<file path="src/rtl/cache_miss_handler.sv">
// cache_miss_handler: sequential front end for a combinational direct-mapped
// cache lookup. Serves one CPU request at a time: read hits return the cached
// word, read misses fetch from memory and fill the line, writes go through to
// memory and allocate the line.
// Optional feature: define MISS_TIMEOUT_EN to bound the memory-read wait to
// TIMEOUT_CYC cycles; on expiry the request completes with cpu_rsp_err=1,
// rdata=0 and no fill.
//
// Handshakes: a request transfers on a rising edge where valid and ready are
// both high; the requester holds valid and its payload stable until then, and
// the receiver may drop ready at any time. cpu_req_ready is high only in IDLE,
// mem_req_valid only in MEM_REQ. Responses (cpu_rsp_valid, mem_rsp_valid) are
// single-cycle pulses with no back-pressure.
module cache_miss_handler #(
   parameter int ADDR_W      = 32,
   parameter int DATA_W      = 32,
   parameter int INDEX_W     = 15,
   parameter int TIMEOUT_CYC = 255
) (
   input  logic                        clk,
   input  logic                        rst,
   input  logic                        cpu_req_valid,
   output logic                        cpu_req_ready,
   input  logic [ADDR_W-1:0]           cpu_addr,
   input  logic                        cpu_rw,
   input  logic [DATA_W-1:0]           cpu_wdata,
   output logic                        cpu_rsp_valid,
   output logic [DATA_W-1:0]           cpu_rdata,
   output logic                        cpu_rsp_miss,
   output logic                        cpu_rsp_err,
   output logic [ADDR_W-1:0]           cache_addr,
   output logic                        cache_r_w,
   input  logic                        cache_h_m,
   input  logic [DATA_W-1:0]           cache_data,
   output logic                        fill_we,
   output logic [INDEX_W-1:0]          fill_index,
   output logic [ADDR_W-INDEX_W-3:0]   fill_tag,
   output logic [DATA_W-1:0]           fill_data,
   output logic                        mem_req_valid,
   input  logic                        mem_req_ready,
   output logic [ADDR_W-1:0]           mem_addr,
   output logic                        mem_we,
   output logic [DATA_W-1:0]           mem_wdata,
   input  logic                        mem_rsp_valid,
   input  logic [DATA_W-1:0]           mem_rdata,
   output logic [2:0]                  state_dbg
);

   typedef enum logic [2:0] {
      IDLE     = 3'd0,
      LOOKUP   = 3'd1,
      MEM_REQ  = 3'd2,
      MEM_WAIT = 3'd3,
      FILL     = 3'd4,
      RESP     = 3'd5
   } state_t;

   state_t              state;
   state_t              state_nxt;

   logic [ADDR_W-1:0]   addr_q;
   logic                rw_q;
   logic [DATA_W-1:0]   wdata_q;
   logic [DATA_W-1:0]   data_q;       // word headed for the fill and the response
   logic [DATA_W-1:0]   rsp_rdata_q;
   logic                rsp_miss_q;
   logic                read_hit;
   logic                timeout_hit;

   assign read_hit = !rw_q && !cache_h_m;

`ifdef MISS_TIMEOUT_EN
   localparam int CNT_W = ($clog2(TIMEOUT_CYC + 1) > 8) ? $clog2(TIMEOUT_CYC + 1) : 8;

   logic [CNT_W-1:0]    wait_cnt;
   logic                rsp_err_q;

   // Count MEM_WAIT cycles without a response; held at zero in every other state.
   always_ff @(posedge clk or posedge rst) begin
      if (rst)
         wait_cnt <= '0;
      else if (state != MEM_WAIT)
         wait_cnt <= '0;
      else if (!mem_rsp_valid)
         wait_cnt <= wait_cnt + 1'b1;
   end

   // The last silent wait cycle is the TIMEOUT_CYC-th one; a response in that cycle still wins.
   assign timeout_hit = (state == MEM_WAIT) && !mem_rsp_valid &&
                        (wait_cnt == CNT_W'(TIMEOUT_CYC - 1));

   // Error flag belongs to the response fields: rewritten only on the way into RESP.
   always_ff @(posedge clk or posedge rst) begin
      if (rst)
         rsp_err_q <= 1'b0;
      else if ((state == LOOKUP && read_hit) || state == FILL)
         rsp_err_q <= 1'b0;
      else if (timeout_hit)
         rsp_err_q <= 1'b1;
   end

   assign cpu_rsp_err = rsp_err_q;
`else
   assign timeout_hit = 1'b0;
   assign cpu_rsp_err = 1'b0;
`endif

   // State register.
   always_ff @(posedge clk or posedge rst) begin
      if (rst)
         state <= IDLE;
      else
         state <= state_nxt;
   end

   // Next-state logic.
   always_comb begin
      state_nxt = state;
      case (state)
         IDLE:     if (cpu_req_valid) state_nxt = LOOKUP;
         LOOKUP:   state_nxt = read_hit ? RESP : MEM_REQ;
         MEM_REQ:  if (mem_req_ready) state_nxt = rw_q ? FILL : MEM_WAIT;
         MEM_WAIT: begin
            if (mem_rsp_valid)
               state_nxt = FILL;
            else if (timeout_hit)
               state_nxt = RESP;
         end
         FILL:     state_nxt = RESP;
         RESP:     state_nxt = IDLE;
         default:  state_nxt = IDLE;
      endcase
   end

   // Control outputs are pure functions of the state.
   always_comb begin
      cpu_req_ready = 1'b0;
      cpu_rsp_valid = 1'b0;
      mem_req_valid = 1'b0;
      fill_we       = 1'b0;
      case (state)
         IDLE:    cpu_req_ready = 1'b1;
         MEM_REQ: mem_req_valid = 1'b1;
         FILL:    fill_we       = 1'b1;
         RESP:    cpu_rsp_valid = 1'b1;
         default: ;
      endcase
   end

   // Request capture, fill data and response fields; response fields change only entering RESP.
   always_ff @(posedge clk or posedge rst) begin
      if (rst) begin
         addr_q      <= '0;
         rw_q        <= 1'b0;
         wdata_q     <= '0;
         data_q      <= '0;
         rsp_rdata_q <= '0;
         rsp_miss_q  <= 1'b0;
      end else begin
         case (state)
            IDLE: begin
               if (cpu_req_valid) begin
                  addr_q  <= cpu_addr;
                  rw_q    <= cpu_rw;
                  wdata_q <= cpu_wdata;
               end
            end
            LOOKUP: begin
               if (read_hit) begin
                  rsp_rdata_q <= cache_data;
                  rsp_miss_q  <= 1'b0;
               end
            end
            MEM_REQ: begin
               if (mem_req_ready && rw_q)
                  data_q <= wdata_q;
            end
            MEM_WAIT: begin
               if (mem_rsp_valid) begin
                  data_q <= mem_rdata;
               end else if (timeout_hit) begin
                  rsp_rdata_q <= '0;
                  rsp_miss_q  <= 1'b1;
               end
            end
            FILL: begin
               rsp_rdata_q <= data_q;
               rsp_miss_q  <= 1'b1;
            end
            default: ;
         endcase
      end
   end

   assign cache_addr   = addr_q;
   assign cache_r_w    = rw_q;
   assign mem_addr     = addr_q;
   assign mem_we       = rw_q;
   assign mem_wdata    = wdata_q;
   assign fill_index   = addr_q[INDEX_W+1:2];
   assign fill_tag     = addr_q[ADDR_W-1:INDEX_W+2];
   assign fill_data    = data_q;
   assign cpu_rdata    = rsp_rdata_q;
   assign cpu_rsp_miss = rsp_miss_q;
   assign state_dbg    = state;

endmodule

</file>
<file path="config.mk">
export PLATFORM = sky130hd
export DESIGN_NAME = cache_miss_handler
export DESIGN_NICKNAME = d
export VERILOG_FILES = /design/src/rtl/cache_miss_handler.sv
export SDC_FILE = /design/constraint.sdc
export NUM_CORES = 1
export LEC_CHECK = 0
export ABC_AREA = 1
export CORE_AREA = 2 2 130 132
export DETAILED_ROUTE_END_ITERATION = 12
export DIE_AREA = 0 0 132 134
export PLACE_DENSITY = 0.93
export SETUP_SLACK_MARGIN = 0.3
export SLEW_MARGIN = 10
export SYNTH_ARGS = -nofsm -noshare
export SYNTH_HDL_FRONTEND = slang
export SYNTH_SLANG_ARGS = --single-unit
</file>
<file path="constraint.sdc">
create_clock -name clk -period 8.3 [get_ports clk]
set_input_delay 1.245 -clock clk [delete_from_list [all_inputs] [get_ports clk]]
set_output_delay 1.245 -clock clk [all_outputs]
set_load 0.01 [all_outputs]
</file>
Word-level counts from Yosys, hierarchy flattened

Cells that the tools add are included.

Equal/unequal tests: 10
Reduce and logical (&&, ||, !) cells: 11
Multiplexer cells: 17

Operator list:

| operator                                       | number |
|---|---|
| one-hot mux 32 bit (2 select lines)            | 2 |
| 2-to-1 mux 32 bit                              | 3 |
| 2-to-1 mux 3 bit                               | 5 |
| one-hot mux 3 bit (5 select lines)             | 1 |
| != test 2 bit (second input constant)          | 5 |
| == test 3 x 2 -> 1 bit (second input constant) | 2 |
| == test 3 bit (second input constant)          | 2 |
| AND reduction 3 bit                            | 2 |
| 2-to-1 mux 1 bit                               | 5 |
| AND reduction 2 bit                            | 2 |
| nonzero test 2 bit                             | 2 |
| == test 3 x 1 -> 1 bit (second input constant) | 1 |
| zero test 3 bit                                | 1 |
| logical AND 1 bit                              | 2 |
| zero test 1 bit                                | 2 |
| one-hot mux 1 bit (2 select lines)             | 1 |

Output and inout bits: 201
Flip-flop bits (word level): 133
Input port bits: 135
Word-level logic and storage cells: 45

Depth between registers and ports, before layout

Word-level depth: 4
Depth in mapped cells: 9
Mapped depth without buffers: 7

Least setup slack after synthesis

Ideal clock, no wire load.

Path type: register to output
Start point: reg state[0] (netlist: state_dbg[0])
End point: out cpu_req_ready
Required time: 7.055 ns
Stages on the path, launching flop included: 5
Buffers on the path: 1
Data arrival time: 1.090 ns
Path slack: 5.965 ns
Cell sequence: dfrtp_1 -> inv_2 -> nand2_1 -> nor2_1 -> clkbuf_1

Longest elaborated chain between the ends: 2

RTL lines:

| what                   | RTL line | RTL |
|---|---|---|
| start, declared        | 58       | `state_t state;` |
| start signal, assigned | 113      | `state <= state_nxt;` |
| zero test 3 bit        | 141      | `case (state)` |
| 2-to-1 mux 1 bit       | 141      |  |
| end, declared          | 23       | `output logic cpu_req_ready,` |

No other way between the ends.

Worst setup path after layout

Start point: reg state[2] (netlist: state_dbg[2])
End point: out fill_we

Longest elaborated chain between the ends: 2

RTL lines:

| what             | RTL line | RTL |
|---|---|---|
| == test 3 bit    | 141      |  |
| 2-to-1 mux 1 bit | 141      |  |
| end, declared    | 35       | `output logic fill_we,` |

No other way between the ends.

==> results.toml <==
[grt]
grt_max_degree = 71
grt_pass1_vias = 6478
antenna_found_initial = 0
grtUsageTotal_pct = 24.6
grt_pass1_wl_mm = 34.2
overflow = 0

[place]
globalplace.congestion = 0.867
post-dp-hpwl_mm = 16.0
placed_area_mm2 = 0.00955
io_buffers = 334

[sta]
finalSetupTns_ns = 0
tightest_slew_ns = 1.17
max_slew_margin_pct = 21.9
slew_viol_final = 0
finalSetupViolCount = 0
clock_skew_ns = 0.00688
hold_viol_final = 0
period_minus_slack_ns = 4.77
max_freq_mhz = 210
fin_crit_sh_pct = 57.4
grt_setup_unrepaired = "false"

[clocking]
cts_tree = "built"
cts_resized = 0
cts-buffers-inserted = 17
clockRootBuffer = "clkbuf_16"
cts-hold-fix-buffers = 0
htreeDepth = 4
cts_setup_buffers = 0
clock_sinks = 133
cts.path.max_buffers = 2
path_clk_slew_ns = 0.05
clock_latency_ns = 0.41

[synth]
synthAdderAreaFrac_pct = 0
yosys.area_share.simple_pct = 35.0
synthMuxAreaShare_pct = 0
synth-compound-area-share_pct = 2.85
synth_area_leader_cell = "dfrtp_1"
syn_nets = 1012
synthCells = 877
synth_top_area_share_pct = 50.2
synth_top_family_by_area = "simple AND/OR/NAND/NOR gates"
syn_avg_cell_area_um2 = 7.57
ys_ff_latch = 133
yosysSeqAreaShare_pct = 50.2
ys_warn_count = 0
yosysUniqueCellTypes = 19
yosys-top-cells-area = "dfrtp_1 (50%), nand2_1 (26%), buf_4 (7.8%)"
synth_xor_area_share_pct = 0
synthesis.area_mm2 = 0.00664

[detailed_routing]
drt_wl_total_mm = 22.1
firstDrtPassIters = 5
drtIter0Drc = 501
drc = 0
vias = 6681
wl_per_cell_um = 16.4
viasPerCell = 4.96
ant_nets = 0

[critical_path]
crit_chain = "nand2_2, buf_4, inv_1, clkdlybuf4s50_1"
crit_slowest_cell = "dfrtp_1"
rrSetupSlack_ns = 5.15
regToRegStartpoint = "state_dbg[2]"
start_kind = "flop"
crit_fanout = 67
end_kind = "output port"
critPathRequiredTime_ns = 7.05
cp-startpoint = "state_dbg[2]"
rr_endpoint = "fill_data[25]"
critPathMaxStageDelay_ns = 1.11
critical_path_class = "flop to output port"
crit_path_end = "fill_we"
arrival_ns = 3.52
r2r_cells = 6

[run]
maxCapViolCount = 0

[floorplanning]
coreArea_mm2 = 0.0163
die_h_um = 134
io_pins = 336
start_util_pct = 40.7
die_w_um = 132
die-area_mm2 = 0.0177
rows = 47

[min_path]
hold_path.class = "flop to flop"

[status]
outcome = "finished, final reports clean"

[layout]
fillers = 1361
antenna_cells = 0
stdcell_area_mm2 = 0.0101
nNetsFinal = 1253
areaGrowthSynthToFinish_pct = 52.9
drive_gt1_share_pct = 4.17

[power_and_ir_drop]
p_leak_nw = 4.96
powerDensity_mw_per_mm2 = 396
irDropWorstVdd_uv = 218
## power by group
part / switching, mW / internal [mW]
Clock: 0.262 / 0.493
Combinational: 0.983 / 1.02
Sequential: 0.303 / 0.952
## kinds of logic after synthesis
group	count (synthesis)
other	1
AND/OR/NAND/NOR	579
flip-flops	133
buffers and inverters	127
AO/OA/AOI/OAI	37
## placed cells by master (no fill, tap or decap), types with 5 or more instances in the layout
cell,instances
clkbuf_16,17
o21ai_0,33
nand3_1,99
buf_4,5
dfrtp_1,133
nor2_1,8
clkbuf_8,7
nand2_2,6
inv_1,6
nand2_1,460
clkdlybuf4s50_1,333
## cell usage after synthesis
cell and instances:
nor2_4 1, nand2_2 4, clkbuf_1 20, conb_1 1, nand4_1 1, buf_2 25
nor3_1 2, o21ai_0 33, nand2_1 462, a21oi_2 1, nand3_2 1, dfrtp_1 133
inv_2 3, nor2_1 9, nand3_1 99, a21oi_1 3, inv_1 7, buf_6 3
buf_4 69
## critical path: cells and delay by family (launching register included)
family	cells	cell delay, ns
simple gates	1	0.08
flops	1	1.11
buf+inv	3	1.89
## area by class of cell
cell class	count	area (µm²)	share of cell area, %
Clock inverter	3	65.1	0.641
Multi-Input combinational cell	617	2530	24.9
Clock buffer	26	529	5.22
Sequential cell	133	3330	32.8
Timing Repair Buffer	339	3380	33.3
Tap cell	220	275	2.71
Inverter	10	42.5	0.419
## registers in the layout, summed over array words and instances (netlist names)
name,count
cpu_rdata,32
cache_addr,32
cpu_rsp_miss,1
mem_wdata,32
state_dbg,3
fill_data,32
cache_r_w,1
## stage by stage
stage | std cells | setup slack [ns] | hold WS, ns | total power, mW | utilization [%]
after floorplan | 877 | 3.50 | 0.509 | 2.27 | -
after global placement | 1319 | 4.08 | 0.473 | 3.20 | 58.6
after detailed placement | 1319 | 3.99 | 0.480 | 3.26 | 58.6
after CTS | 1348 | 3.54 | 0.496 | 4.04 | 62.3
after global routing | 1348 | 3.30 | 0.515 | 4.26 | 62.3
final | 1348 | 3.53 | 0.488 | 4.02 | 62.3
## worst min-delay path by stage
stage,startpoint,endpoint,slack (ns),cells after the start
final,cpu_rsp_miss,cpu_rsp_miss,0.49,2
after floorplan,cpu_rsp_miss,cpu_rsp_miss,0.51,2
after detailed placement,mem_wdata[8],mem_wdata[8],0.48,2
after global placement,mem_wdata[5],mem_wdata[5],0.47,2
after CTS,cpu_rsp_miss,cpu_rsp_miss,0.50,2
after global routing,mem_wdata[5],mem_wdata[5],0.51,2
## routing by layer
layer,routed length (µm),vias to the layer above,part of all wire [%],track usage [%]
li1,-,3149,-,-
met3,1470,67,6.7,5.10
met5,0,-,0,0
met4,914,0,4.1,11.1
met2,11100,327,50,42.2
met1,8580,3138,39,29.9
No activity file was read; power rests on OpenSTA's default activity.
